<file path="src/rtl/clk_div_pkg.sv">
// Shared types and helpers for the multi-channel clock divider.
// Channel state words are MAX_W bits wide; divider widths up to MAX_W are supported.
package clk_div_pkg;
  localparam int DIV_MIN = 2;
  localparam int MAX_W   = 32;

  typedef logic [MAX_W-1:0] word_t;

  typedef struct packed {
    word_t cnt;
    word_t div;
    word_t div_nxt;
    logic  pending;
  } chan_state_t;

  function automatic int chan_w(input int n);
    return (n > 1) ? $clog2(n) : 1;
  endfunction
endpackage

</file>
<file path="src/rtl/clk_div_channel.sv">
// One divider channel: counter, shadow divisor and glitch-free apply logic.
// Optional CLK_DIV_SYNC_EN adds a sync input that restarts the period on demand.
module clk_div_channel
  import clk_div_pkg::*;
#(
  parameter int WIDTH       = 20,
  parameter int DEFAULT_DIV = 10
) (
  input  logic             clock_in,
  input  logic             reset,
  input  logic             enable,
`ifdef CLK_DIV_SYNC_EN
  input  logic             sync,
`endif
  input  logic             i_load,
  input  logic [WIDTH-1:0] i_div,
  output logic             o_pending,
  output logic             o_clk,
  output logic             o_tick
);
  chan_state_t r_st;
  chan_state_t w_st_nxt;
  logic        r_clk;
  logic        r_tick;
  logic        w_clk_nxt;
  logic        w_tick_nxt;
  logic        w_sync;
  logic        w_run;
  logic        w_run_new;
  logic        w_last;
  logic        w_restart;
  word_t       w_div_new;
  word_t       w_cnt_inc;

`ifdef CLK_DIV_SYNC_EN
  assign w_sync = sync;
`else
  assign w_sync = 1'b0;
`endif

  assign w_run     = r_st.div >= word_t'(DIV_MIN);
  assign w_div_new = r_st.pending ? r_st.div_nxt : r_st.div;
  assign w_run_new = w_div_new >= word_t'(DIV_MIN);
  assign w_last    = r_st.cnt == (r_st.div - word_t'(1));
  assign w_cnt_inc = r_st.cnt + word_t'(1);
  // A stopped channel restarts every cycle so a pending divisor lands immediately.
  assign w_restart = !w_run || (w_run && w_sync) || (enable && w_last);

  always_comb begin
    w_st_nxt   = r_st;
    w_clk_nxt  = r_clk;
    w_tick_nxt = 1'b0;
    if (i_load) begin
      w_st_nxt.div_nxt = word_t'(i_div);
      w_st_nxt.pending = 1'b1;
    end
    if (w_restart) begin
      if (r_st.pending) begin
        w_st_nxt.div     = r_st.div_nxt;
        w_st_nxt.pending = 1'b0;
      end
      w_st_nxt.cnt = '0;
      w_clk_nxt    = w_run_new;
      w_tick_nxt   = w_run_new && (enable || w_sync);
    end else if (enable) begin
      w_st_nxt.cnt = w_cnt_inc;
      w_clk_nxt    = w_cnt_inc < (r_st.div >> 1);
    end
  end

  always_ff @(posedge clock_in or posedge reset) begin
    if (reset) begin
      r_st   <= '{cnt: '0, div: word_t'(DEFAULT_DIV), div_nxt: '0, pending: 1'b0};
      r_clk  <= 1'b0;
      r_tick <= 1'b0;
    end else begin
      r_st   <= w_st_nxt;
      r_clk  <= w_clk_nxt;
      r_tick <= w_tick_nxt;
    end
  end

  assign o_pending = r_st.pending;
  assign o_clk     = r_clk;
  assign o_tick    = r_tick;
endmodule

</file>
<file path="src/rtl/clk_div_multi.sv">
// N-channel programmable clock divider with a shared valid/ready divisor load port.
// Defining CLK_DIV_SYNC_EN adds the sync input for phase-aligning all channels.
module clk_div_multi
  import clk_div_pkg::*;
#(
  parameter  int N_CH        = 4,
  parameter  int WIDTH       = 20,
  parameter  int DEFAULT_DIV = 10,
  localparam int CHW         = chan_w(N_CH)
) (
  input  logic             clock_in,
  input  logic             reset,
  input  logic             enable,
  input  logic             cfg_valid,
  output logic             cfg_ready,
  input  logic [CHW-1:0]   cfg_chan,
  input  logic [WIDTH-1:0] cfg_div,
`ifdef CLK_DIV_SYNC_EN
  input  logic             sync,
`endif
  output logic [N_CH-1:0]  clock_out,
  output logic [N_CH-1:0]  tick
);
  logic [N_CH-1:0] w_pending;
  logic [N_CH-1:0] w_load;

  // Out-of-range channels leave cfg_ready high so the request is consumed and dropped.
  always_comb begin
    cfg_ready = 1'b1;
    for (int i = 0; i < N_CH; i++) begin
      if (cfg_chan == CHW'(i)) cfg_ready = ~w_pending[i];
    end
  end

  for (genvar i = 0; i < N_CH; i++) begin : g_ch
    assign w_load[i] = cfg_valid && cfg_ready && (cfg_chan == CHW'(i));

    clk_div_channel #(
      .WIDTH       (WIDTH),
      .DEFAULT_DIV (DEFAULT_DIV)
    ) u_ch (
      .clock_in  (clock_in),
      .reset     (reset),
      .enable    (enable),
`ifdef CLK_DIV_SYNC_EN
      .sync      (sync),
`endif
      .i_load    (w_load[i]),
      .i_div     (cfg_div),
      .o_pending (w_pending[i]),
      .o_clk     (clock_out[i]),
      .o_tick    (tick[i])
    );
  end
endmodule

</file>
<file path="config.mk">
export PLATFORM = sky130hd
export DESIGN_NAME = clk_div_multi
export DESIGN_NICKNAME = d
export VERILOG_FILES = /design/src/rtl/clk_div_pkg.sv /design/src/rtl/clk_div_channel.sv /design/src/rtl/clk_div_multi.sv
export SDC_FILE = /design/constraint.sdc
export NUM_CORES = 1
export LEC_CHECK = 0
export BUFFER_PORTS_ARGS = -buffer_cell sky130_fd_sc_hd__buf_2
export CORE_MARGIN = 2
export CORE_UTILIZATION = 40
export CTS_CLUSTER_DIAMETER = 50
export DETAILED_ROUTE_END_ITERATION = 7
export GPL_ROUTABILITY_DRIVEN = 0
export GPL_TIMING_DRIVEN = 0
export PLACE_DENSITY_LB_ADDON = 0.25
export SLEW_MARGIN = 10
export SYNTH_ARGS = -nofsm -noshare
export SYNTH_HDL_FRONTEND = slang
export SYNTH_SLANG_ARGS = --single-unit
</file>
<file path="constraint.sdc">
create_clock -name clock_in -period 17.6 [get_ports clock_in]
set_input_delay 0.88 -clock clock_in [delete_from_list [all_inputs] [get_ports clock_in]]
set_output_delay 0.88 -clock clock_in [all_outputs]
set_load 0.005 [all_outputs]
</file>
==> run_results.csv <==
group,metric,value,unit
yosys,synth_xor_xnor_area_share,0.143,
power_and_ir_drop,power.total,2580,µW
job,drv_cap,0,
clock_tree,post_cts_resized,0,
yosys,synthAdderAreaFrac,0.0678,
layout,diodes,0,
power_and_ir_drop,cellLeakagePower,0.0124,µW
sta,maxSlewHeadroom,0.108,
route,first_iter_violations,1437,
yosys,synth_edf_count,0,
yosys,yosys.area.top_type,"dfrtp_1",
clock_tree,cts-root-buf,"clkbuf_16",
sta,hold_slack,0.311,ns
sta,hold_viol,0,
placed_design,portBuffers,34,
sta,drv_slew,0,
clock_tree,clock_sinks,348,
yosys,synth_compound_area_frac,0.101,
worst_setup_path,slowest_delay,0.84,ns
global_route,grt_pass1_wl,113000,µm
yosys,yosys.cell_types.count,85,
layout,design_area,27500,µm²
die,num_io_pins,35,
worst_setup_path,crit_slowest_cell,"nor4_1",
power_and_ir_drop,vdd_ir_drop_max,0.0728,mV
die,initial_utilization,0.404,
clock_tree,cts_buffers,54,
layout,drive_gt1_frac,0.106,
yosys,synth_most_common_cell,"dfrtp_1",
yosys,syn_area,24300,µm²
yosys,yosysWarnings,0,
yosys,ys_top_cells_by_count,"340 x dfrtp_1, 272 x nor2_1, 214 x xor2_1",
sta,finClkSkew,0.0503,ns
placed_design,detailed_place_hpwl,52900,µm
worst_hold_path,holdCritPathClass,"input pin to async pin",
placed_design,placed_area,25600,µm²
sta,fmax,0.179,GHz
die,die_w,251,µm
clock_tree,cts_hold_buf,0,
sta,rsz0062_at_grt,"no",
route,remaining_drc_errors,0,
route,wire_per_inst,19.4,µm
yosys,postSynthAreaPerCell,8.91,µm²
die,core_region_area,60200,µm²
outcome,status,"completed",
yosys,synth_top_family_by_area,"simple AND/OR/NAND/NOR gates",
global_route,grt_pass1_vias,20400,
clock_tree,cts_tree,"done",
clock_tree,clkTransAtPathRegs,0.06,ns
yosys,mappedNetlistNets,2889,
worst_setup_path,start_kind,"flip-flop",
layout,area_growth,13.0,%
worst_setup_path,path_delay_family,"simple AND/OR/NAND/NOR gates",
worst_setup_path,worstSetupPathType,"flip-flop to flip-flop",
yosys,netlist_instances,2731,
sta,setup_viol,0,
yosys,yosys_register_bits,348,
layout,num-nets-final,2982,
route,vias,20700,
global_route,grt_util_all_layers,0.226,
worst_setup_path,worst_setup_path_end_kind,"flip-flop",
power_and_ir_drop,power_density,93.7,nW/µm²
sta,min_period,5.58,ns
sta,fin_crit_sh,0.317,
route,routed_via_density,5.66,
worst_setup_path,path_buf_inv,0,
layout,final-instance-count-excl-fill,3651,
die,row_count,90,
yosys,post_synth_mux_area_share,0.0585,
clock_tree,clk_latency,0.64,ns
route,ant_nets,0,
sta,worstMarginPinSlew,1.34,ns
global_route,grt.overflow.total,0,
sta,fin_setup_tns,0,ns
global_route,grt_max_degree,113,
global_route,antenna_found_initial,1,
yosys,ys_async_sr_fraction,1.00,
placed_design,dp_cells,3550,
worst_setup_path,cp.required,18.15,ns
yosys,synth-simple-area-share,0.215,
yosys,synth_area_leaders,"dfrtp_1 35%, xor2_1 7.7%, ha_1 6.8%",
clock_tree,max-clock-path-buffers,3,
die,design.die.area,62900,µm²
clock_tree,h-tree-depth,2,
yosys,ys_seq_area_frac,0.358,
die,chipHeight,251,µm
worst_setup_path,path_cells,"ha_1 > nand3_1 > nor4_1 > nand4_1 > nor4_1 > nand3_1 > nor2_1 > xor2_1 > ha_1 > a21o_1 > a211oi_1 > o211ai_1 > a31oi_1 > a21o_1 > a22o_1 > mux2_2",
route,drtPass1Iterations,5,
yosys,synth_top_cell_area_share,0.349,
route,routed_wl,71000,µm
clock_tree,post_cts_buffers,0,
worst_setup_path,crit_arrival,6.13,ns
yosys,ys.flop_type,"dfrtp_1",
worst_setup_path,critPathMaxFanout,7,
cells by family (layout without fill, tap and decap cells):
group | Yosys count | after routing
compound gates | 352 | 352
xor+xnor | 396 | 396
fa+ha+maj | 132 | 132
buf+inv | 350 | 488
flops | 348 | 348
mux | 127 | 127
simple gates | 1026 | 1026
layer usage:
layer / wire length, µm / track usage
met2: 31400 / 0.357
met3: 4610 / 0.0366
met5: 0 / 0
met1: 32000 / 0.306
met4: 2970 / 0.0958
cell type report:
type / count / area, µm²
fillers: 5760 / 32700
multi-input cells: 2033 / 14200
flip-flops and latches: 348 / 8720
clock buffers: 60 / 1400
well taps: 782 / 978
plain buffers: 175 / 733
inverters: 175 / 664
clock inverters: 41 / 512
repair buffers: 37 / 253
worst paths after layout:
path	depth (start not counted)	slack (ns)	endpoint	start
worst max-delay path	16	12.02	g_ch[0].u_ch.o_clk	g_ch[0].u_ch.r_st[65]
max in group asynchronous	5	15.52	g_ch[2].u_ch.r_st[87]	reset
min in group clock_in	1	0.51	g_ch[3].u_ch.r_st[1]	g_ch[3].u_ch.r_st[1]
worst min register to register	1	0.51	g_ch[3].u_ch.r_st[1]	g_ch[3].u_ch.r_st[1]
worst max register to register	16	12.02	g_ch[0].u_ch.o_clk	g_ch[0].u_ch.r_st[65]
worst min-delay path	2	0.31	g_ch[1].u_ch.r_st[88]	reset
per-stage QoR:
step           setup slack (ns)  utilization
3_5_place_dp              12.09        0.425
2_1_floorplan              7.08            -
5_1_grt                   11.59        0.456
4_1_cts                   11.99        0.456
3_3_place_gp               3.17        0.423
6_report                  12.02        0.456
placed cells by master (no fill, tap or decap), types with 67 or more instances in the layout:
master,n
nor3_1,82
xnor2_1,181
dfrtp_1,340
mux2_2,112
nor2_1,272
nor4_1,77
nand2_1,189
nand4_1,100
nand3_1,99
inv_1,174
xor2_1,214
clkbuf_1,132
ha_1,132
o21ai_0,67
where the power goes:
part	switching, µW	leakage, µW	internal, µW
clock	451	0.000932	670
sequential	102	0.00450	902
combinational	254	0.00693	197
state kept, by name, indices dropped and copies added (netlist names):
signal               flops
g_ch.u_ch.o_clk          4
g_ch.u_ch.o_pending      4
g_ch.u_ch.o_tick         4
g_ch.u_ch.r_st         336
No activity file was read; power rests on OpenSTA's default activity.
